## config.mk

```make
export PLATFORM = sky130hd
export DESIGN_NAME = cpu_fetch_decode_alu
export DESIGN_NICKNAME = d
export VERILOG_FILES = /design/src/rtl/cpu_fetch_decode_alu.sv
export SDC_FILE = /design/constraint.sdc
export NUM_CORES = 1
export LEC_CHECK = 0
export BUFFER_PORTS_ARGS = -buffer_cell sky130_fd_sc_hd__clkbuf_2
export CAP_MARGIN = 10
export CORE_MARGIN = 1
export CORE_UTILIZATION = 66
export DETAILED_ROUTE_END_ITERATION = 12
export GPL_TIMING_DRIVEN = 0
export PLACE_DENSITY = 0.86
export SKIP_CTS_REPAIR_TIMING = 1
export SLEW_MARGIN = 20
export SYNTH_ARGS = -nofsm -noshare
export SYNTH_HDL_FRONTEND = slang
export SYNTH_SLANG_ARGS = --single-unit
```

## constraint.sdc

```tcl
create_clock -name clk -period 15.6 [get_ports clk]
set_input_delay 3.12 -clock clk [delete_from_list [all_inputs] [get_ports clk]]
set_output_delay 3.12 -clock clk [all_outputs]
set_load 0.02 [all_outputs]
```

## src/rtl/cpu_fetch_decode_alu.sv

```systemverilog
// Fetch/decode/execute datapath of the 8-bit teaching CPU: 16x8 writable
// instruction memory with a reset-time default program, field decoder and ALU.
module cpu_fetch_decode_alu (
  input  logic       clk,
  input  logic       reset,
  input  logic [3:0] pc,
  input  logic       prog_we,
  input  logic [3:0] prog_addr,
  input  logic [7:0] prog_data,
  input  logic [7:0] operand1,
  input  logic [7:0] operand2,
  output logic [7:0] instruction,
  output logic [2:0] opcode,
  output logic [2:0] dest,
  output logic [2:0] src,
  output logic [7:0] alu_result,
  output logic       zero_flag,
  output logic       zero_flag_q
);

  typedef enum logic [2:0] {
    OP_ADD = 3'b000,
    OP_MUL = 3'b001,
    OP_AND = 3'b010,
    OP_OR  = 3'b011,
    OP_XOR = 3'b100,
    OP_MOV = 3'b101,
    OP_CMP = 3'b110,
    OP_COM = 3'b111
  } op_e;

  logic [7:0]  mem [16];
  logic [15:0] product;
  op_e         op;

  // Program image restored on every reset.
  function automatic logic [7:0] default_word(input logic [3:0] addr);
    case (addr)
      4'd0:    return 8'hB3;
      4'd1:    return 8'hB6;
      4'd2:    return 8'h01;
      4'd3:    return 8'h21;
      4'd4:    return 8'hC1;
      4'd5:    return 8'h41;
      4'd6:    return 8'h61;
      4'd7:    return 8'h81;
      4'd8:    return 8'hE0;
      4'd9:    return 8'hA1;
      4'd10:   return 8'h6C;
      default: return 8'h00;
    endcase
  endfunction

  always_ff @(posedge clk) begin
    if (reset) begin
      for (int unsigned i = 0; i < 16; i++) begin
        mem[i] <= default_word(4'(i));
      end
    end else if (prog_we) begin
      mem[prog_addr] <= prog_data;
    end
  end

  always_comb begin
    instruction = mem[pc];
    opcode      = instruction[7:5];
    dest        = instruction[4:2];
    src         = {1'b0, instruction[1:0]};
    op          = op_e'(opcode);
  end

  assign product = 16'(operand1) * 16'(operand2);

  always_comb begin
    alu_result = '0;
    case (op)
      OP_ADD:  alu_result = operand1 + operand2;
      OP_MUL:  alu_result = product[7:0];
      OP_AND:  alu_result = operand1 & operand2;
      OP_OR:   alu_result = operand1 | operand2;
      OP_XOR:  alu_result = operand1 ^ operand2;
      OP_MOV:  alu_result = operand2;
      OP_CMP:  alu_result = operand1 - operand2;
      OP_COM:  alu_result = ~operand1;
      default: alu_result = '0;
    endcase
    zero_flag = (alu_result == 8'h00);
  end

  always_ff @(posedge clk) begin
    if (reset) begin
      zero_flag_q <= 1'b0;
    end else begin
      zero_flag_q <= zero_flag;
    end
  end

endmodule

```

Word-level counts from Yosys, hierarchy flattened

Memories as Yosys holds them, arrays and structs flattened.
Index checks and enable logic that the tools add are counted.

Register bits after elaboration: 1
Memory bits (writable): 128
Input port bits: 35
Output and inout port bits: 27
Logic and storage cells: 40
Memories kept: 1

Memory list:

| memory | words | width | rd ports | clocked after Yosys merged registers in | write ports | line | source |
|---|---|---|---|---|---|---|---|
| mem    | 16    | 8     | 1        | 0                                       | 16          | 32   | `logic [7:0] mem [16];` |

$add $sub $neg: 2
$mul: 1
Equal/unequal tests: 7
Muxes and demuxes: 21
Bitwise gates (word level): 4
Reductions and logical operators: 3

Operator list:

| operator           | count |
|---|---|
| $mux 8             | 13 |
| $pmux 8 s8         | 1 |
| $eq 3x3->1 const B | 4 |
| $add 8x8->8        | 1 |
| $and 8x8->8        | 1 |
| $logic_not 8->1    | 1 |
| $mul 8x8->8        | 1 |
| $not 8->8          | 1 |
| $or 8x8->8         | 1 |
| $reduce_or 8->1    | 1 |
| $sub 8x8->8        | 1 |
| $xor 8x8->8        | 1 |
| $eq 3x2->1 const B | 2 |
| $mux 1             | 6 |
| $mux 4             | 1 |
| $eq 3x1->1 const B | 1 |
| $logic_not 3->1    | 1 |

Depth between registers and ports, before layout

Word-level depth: 5
Depth in mapped cells: 19
Gate-level depth less buffers: 18

Least setup slack after synthesis

No wires, ideal clock.

Kind: in2out
Start point: in operand2[2]
End point: out zero_flag
Arrival: 7.385 ns
Data required time: 12.480 ns
Path slack: 5.095 ns
Cell stages on the path: 16
Buffers on the path: 1
Cells stage by stage: clkbuf_1 nand2_1 fa_1 fa_1 inv_1 fa_1 inv_1 fa_1 xor2_1 xnor3_1 xnor3_1 xnor3_1 a21oi_1 o211ai_1 o311a_1 nor3_1

Word-level cells in the longest chain between the ends: 3
Elaborated cells on any way between the ends: 8
Those cells by class: add/sub (2); mul (1); mux (1); bitwise (3); reduce/logical (1)

RTL lines:

| what                                | line | source |
|---|---|---|
| start, declared                     | 11   | `input logic [7:0] operand2,` |
| $mul 8x8->8 (tied with other cells) | 72   | `assign product = 16'(operand1) * 16'(operand2);` |
| $pmux 8 s8 (*)                      | 76   | `case (op)` |
| net alu_result[7]                   | 16   | `output logic [7:0] alu_result,` |
| $logic_not 8->1 (*)                 | 87   | `zero_flag = (alu_result == 8'h00);` |
| end, declared                       | 17   | `output logic zero_flag,` |

Mark *: on every way through the listed nets, which the timed path passes. The rest lies on a longest branch.

Worst setup path in the final report

Start point: in operand2[2]
End point: out zero_flag

Word-level cells in the longest chain between the ends: 3
Elaborated cells on any way between the ends: 8
Those cells by class: add/sub (2); mul (1); mux (1); bitwise (3); reduce/logical (1)

RTL lines:

| what                                | line |
|---|---|
| $mul 8x8->8 (tied with other cells) | 72 |
| $pmux 8 s8 (*)                      | 76 |
| $logic_not 8->1 (*)                 | 87 |

Mark *: on every way between the ends. The rest lies on a longest branch, timed or not.

==> results summary <==
The count of final hold-check violations is 0. The post-synth net total is 760. Across the VDD grid, the largest voltage drop is 0.1085 mV. The worst setup path is of the in -> out kind. The number of max-cap violations came out at 0. The worst-case register-to-register setup slack is 11.10 ns. The area taken by flip-flops and latches is 3864 µm². Counting flops with an async set or reset pin after synthesis yields a share of 0%. The remaining routing DRC violations is 0. Each instance of the synthesized netlist takes up on average 12.16 µm².

The critical path contains buffers and inverters numbering 5 combined. In the final layout, the multi-input gates occupy 3889 µm². The destination of the worst register-to-register timing path is zero_flag_q. The cell family contributing the most delay on the critical path is adder cells.

The highest clock frequency the design can meet came out at 0.09096 GHz. The worst setup path is captured at an output pin. The filler-free cell count of the finished design came out at 929. The routed via count is 6,001. The time the final worst path needs with I/O delays and setup is 10.99 ns. The routed wire length is 22,330 µm. The initial utilization of the core area, before any placement, comes to 67.73%.

The synthesis warning total came out at 0. The initialized floorplan defines 40 standard-cell rows. For this design, the slowest cell found on the critical path is sky130_fd_sc_hd__fa_1.

The post-placement cell count is 897. The met3 wire length came out at 1981 µm. The distinct cell type count after synthesis is 57. The count of nets after finishing came out at 836. Once routing completed, OpenROAD measured the worst setup slack at 4.607 ns. Counting the buffers created by CTS gives 17. The sequential area share after synthesis came out at 47.30%. The number of cells on the worst hold path is 8. The worst-case clock buffer depth came out at 2.

Timing analysis after detailed placement gives a worst setup slack of 4.630 ns. Traced cell by cell, the critical path runs through clkbuf_2 > clkbuf_1 > nand2_1 > fa_1 > fa_1 > inv_1 > fa_1 > inv_1 > fa_1 > xor2_1 > xnor3_1 > xnor3_1 > xnor3_1 > a21oi_1 > o211ai_1 > o311a_1 > nor3_1 > clkbuf_2. In this run the tightest slew margin relative to its limit is 17.96%. The cell area after placement came out at 8670 µm².

After synthesis, the cell types taking the most area are sky130_fd_sc_hd__edfxtp_1 (47%), sky130_fd_sc_hd__mux4_2 (9.6%), sky130_fd_sc_hd__and2_1 (7.4%), sky130_fd_sc_hd__ha_1 (6.1%), sky130_fd_sc_hd__fa_1 (3.2%). The tightest min-delay check is of the reg -> reg type. The highest metal layer carrying signal wires in the routed design is met4. The worst setup path is launched from a primary input. CTS built an H-tree with a depth of 4. The number of global-route vias before repair came out at 6,099. The cell sitting at the root of the clock tree is a sky130_fd_sc_hd__clkbuf_16. The number of sinks handled by clock tree synthesis is 129.

The number of optimization iterations in the first detailed-route pass is 5. The worst hold path begins at mem[0][7]. The length in cells of the worst reg-to-reg path is 15. The power per unit of standard cell area came out at 118.4 nW/µm².

The detailed router finished its first iteration with 534 violations. The worst endpoint data arrival time is 7.87 ns. The port buffer count came out at 57.

The clock tree from TritonCTS is done. The final setup skew is 0.01002 ns. Counting flops with a built-in enable in the synthesized netlist gives 128.

The biggest area contributor in the post-synthesis netlist is sky130_fd_sc_hd__edfxtp_1. The run finished with clean final reports. The leakage power summed over all cells came out at 3.707 nW.

The clock insertion delay at the later pin of the skew report is 0.42 ns. The initial antenna violation count is 0. The core footprint is 12,060 µm².

The end point of the most critical hold path is zero_flag_q. The count of antenna diodes in the layout is 0. The ratio of routed vias to standard cells came out at 6.460. The routed length on met1 is 7901 µm. The congestion estimate from routability-driven global placement came to 0.9491. The die extent in x is 113.3 µm.

Once detail routing completed, the nets flagged for antenna violations numbered 0. The top-level port count came out at 62. The overall track demand over capacity in global routing came out at 36.87%.

The gate count after technology mapping came out at 672. The area fraction of the dominant cell type after synthesis is 47.05%. The startpoint identified for the worst register-to-register timing path is mem[14][5].

The cell type with the highest occurrence count on the critical path is sky130_fd_sc_hd__fa_1. In the synthesized netlist the dominant register cell turns out to be sky130_fd_sc_hd__edfxtp_1. The register clock-pin slew on the reported worst setup and hold paths came out at 0.06 ns. The pin count of the biggest net entering global routing came out at 17. The full die area came out at 12,830 µm². Of the cells placed in the final design, the portion with a size suffix greater than 1 is 22.47%. The routed design uses 11,300 µm of met2 wire. The first global-routing pass estimated 33,830 µm of wire. The final-report max-slew violation count is 0. The count of filler cells inserted in the layout is 746. The total congestion overflow came out at 0. The critical path data required time came out at 12.48 ns. For the pin with the worst max-slew slack, the measured transition is 1.221 ns. For this run, the slowest stage of the critical path takes 0.53 ns. Of all nets on the critical path, the largest fanout is 7. The HPWL after detailed placement is 15,040 µm. The setup TNS after final layout came out at 0 ns. Setup repair after global routing left no endpoint under its margin.

The mapped netlist covers 8169 µm². Compared with the post-synthesis result, the final layout area differs by 14.08%. The final design instance area without fill is 9319 µm². The average wire per standard cell came out at 24.03 µm. The total of endpoints with negative setup slack in the final report is 0. The die height is 113.3 µm.

The flop and latch count out of synthesis is 129. The share of the cycle needed by the critical path after routing came out at 70.47%.
layer usage:
metal	vias up	global-route usage [%]
met2	408	62.78
li1	2556	-
met1	2959	45.30
met4	0	20.70
met3	78	5.731
met5	-	0
sequential cells by signal, indices dropped and copies added (netlist names):
name / flops
mem: 128
zero_flag_q: 1
metrics by stage:
step / util [%] / total power (W) / hold slack, ns
3_5_place_dp: 71.88 / 0.0006673 / 1.278
6_report: 77.26 / 0.001103 / 1.314
4_1_cts: 77.18 / 0.001097 / 1.287
2_1_floorplan: - / 0.0005911 / 1.136
5_1_grt: 77.26 / 0.001132 / 1.411
3_3_place_gp: 71.84 / 0.0006597 / 1.251
cell type report:
class	count	area share (%)
flip-flops and latches	129	41.46
clock inverters	15	2.296
inverters	53	2.135
plain buffers	43	2.497
repair buffers	57	3.061
clock buffers	17	4.565
multi-input cells	447	41.73
well taps	168	2.256
how the worst max path moves through the flow:
stage | slack [ns] | cells past startpoint | end | startpoint
5_1_grt | 4.36 | 18 | zero_flag | pc[1]
3_3_place_gp | 4.86 | 18 | zero_flag | operand2[2]
6_report | 4.61 | 18 | zero_flag | operand2[2]
4_1_cts | 4.62 | 18 | zero_flag | operand2[2]
3_5_place_dp | 4.63 | 18 | zero_flag | operand2[2]
2_1_floorplan | 5.09 | 16 | zero_flag | operand2[2]
report_power, final:
group,internal [W],total [W],switching [W]
clock,0.000283,0.000435,0.000153
sequential,0.000401,0.000407,0.00000656
combinational,0.000106,0.000261,0.000155
total,0.000789,0.00110,0.000314
cells in the final DEF (no fill, tap or decap), types with 3 or more instances in the layout:
| cell type | netlist | final |
|---|---|---|
| sky130_fd_sc_hd__nand4_1 | 6 | 6 |
| sky130_fd_sc_hd__or2_2 | 16 | 16 |
| sky130_fd_sc_hd__mux2_2 | 4 | 4 |
| sky130_fd_sc_hd__nand3_1 | 4 | 4 |
| sky130_fd_sc_hd__o211ai_1 | 6 | 6 |
| sky130_fd_sc_hd__mux4_2 | 35 | 35 |
| sky130_fd_sc_hd__clkbuf_2 | 0 | 57 |
| sky130_fd_sc_hd__and2_1 | 97 | 97 |
| sky130_fd_sc_hd__inv_1 | 48 | 48 |
| sky130_fd_sc_hd__xor2_1 | 5 | 5 |
| sky130_fd_sc_hd__buf_6 | 4 | 4 |
| sky130_fd_sc_hd__a21o_1 | 4 | 4 |
| sky130_fd_sc_hd__mux2i_1 | 14 | 14 |
| sky130_fd_sc_hd__nor2b_1 | 3 | 3 |
| sky130_fd_sc_hd__xnor2_1 | 20 | 20 |
| sky130_fd_sc_hd__ha_1 | 40 | 40 |
| sky130_fd_sc_hd__clkbuf_16 | 0 | 17 |
| sky130_fd_sc_hd__nor3_1 | 10 | 7 |
| sky130_fd_sc_hd__clkbuf_1 | 24 | 24 |
| sky130_fd_sc_hd__a21oi_1 | 15 | 15 |
| sky130_fd_sc_hd__o21ai_0 | 4 | 4 |
| sky130_fd_sc_hd__clkinv_1 | 1 | 4 |
| sky130_fd_sc_hd__a221oi_1 | 3 | 3 |
| sky130_fd_sc_hd__buf_2 | 3 | 3 |
| sky130_fd_sc_hd__nand2_1 | 32 | 32 |
| sky130_fd_sc_hd__or3_1 | 24 | 24 |
| sky130_fd_sc_hd__nand2b_1 | 15 | 15 |
| sky130_fd_sc_hd__fa_1 | 13 | 13 |
| sky130_fd_sc_hd__bufinv_16 | 0 | 5 |
| sky130_fd_sc_hd__inv_2 | 4 | 4 |
| sky130_fd_sc_hd__nor2_1 | 40 | 40 |
| sky130_fd_sc_hd__edfxtp_1 | 128 | 128 |
| sky130_fd_sc_hd__nor3_2 | 2 | 5 |
| sky130_fd_sc_hd__buf_4 | 10 | 10 |
| sky130_fd_sc_hd__xnor3_1 | 3 | 3 |
cell families after synthesis:
family                   share of synthesized area [%]
adder cells (fa/ha/maj)                          9.312
XOR/XNOR                                         3.507
AND/OR/NAND/NOR                                  17.05
multiplexers                                     11.92
AO/OA/AOI/OAI                                    5.591
other                                          0.04590
buffers and inverters                            5.284
flip-flops                                       47.30
synth_stat cells, types with 15 or more instances:
library cell / n
sky130_fd_sc_hd__a21oi_1: 15
sky130_fd_sc_hd__edfxtp_1: 128
sky130_fd_sc_hd__nand2_1: 32
sky130_fd_sc_hd__xnor2_1: 20
sky130_fd_sc_hd__mux4_2: 35
sky130_fd_sc_hd__or2_2: 16
sky130_fd_sc_hd__nor2_1: 40
sky130_fd_sc_hd__nand2b_1: 15
sky130_fd_sc_hd__or3_1: 24
sky130_fd_sc_hd__inv_1: 48
sky130_fd_sc_hd__clkbuf_1: 24
sky130_fd_sc_hd__and2_1: 97
sky130_fd_sc_hd__ha_1: 40
tightest hold or removal path, cell delays in order, from the launching register on:
cell                        delay, ns
sky130_fd_sc_hd__edfxtp_1        0.33
sky130_fd_sc_hd__mux2i_1         0.10
sky130_fd_sc_hd__a211oi_1        0.24
sky130_fd_sc_hd__a32oi_1         0.11
sky130_fd_sc_hd__o2111ai_1       0.12
sky130_fd_sc_hd__o211a_1         0.15
sky130_fd_sc_hd__a211oi_1        0.07
sky130_fd_sc_hd__nand4b_1        0.11
sky130_fd_sc_hd__nor3_2          0.04
(Power assumes the default switching activity.)
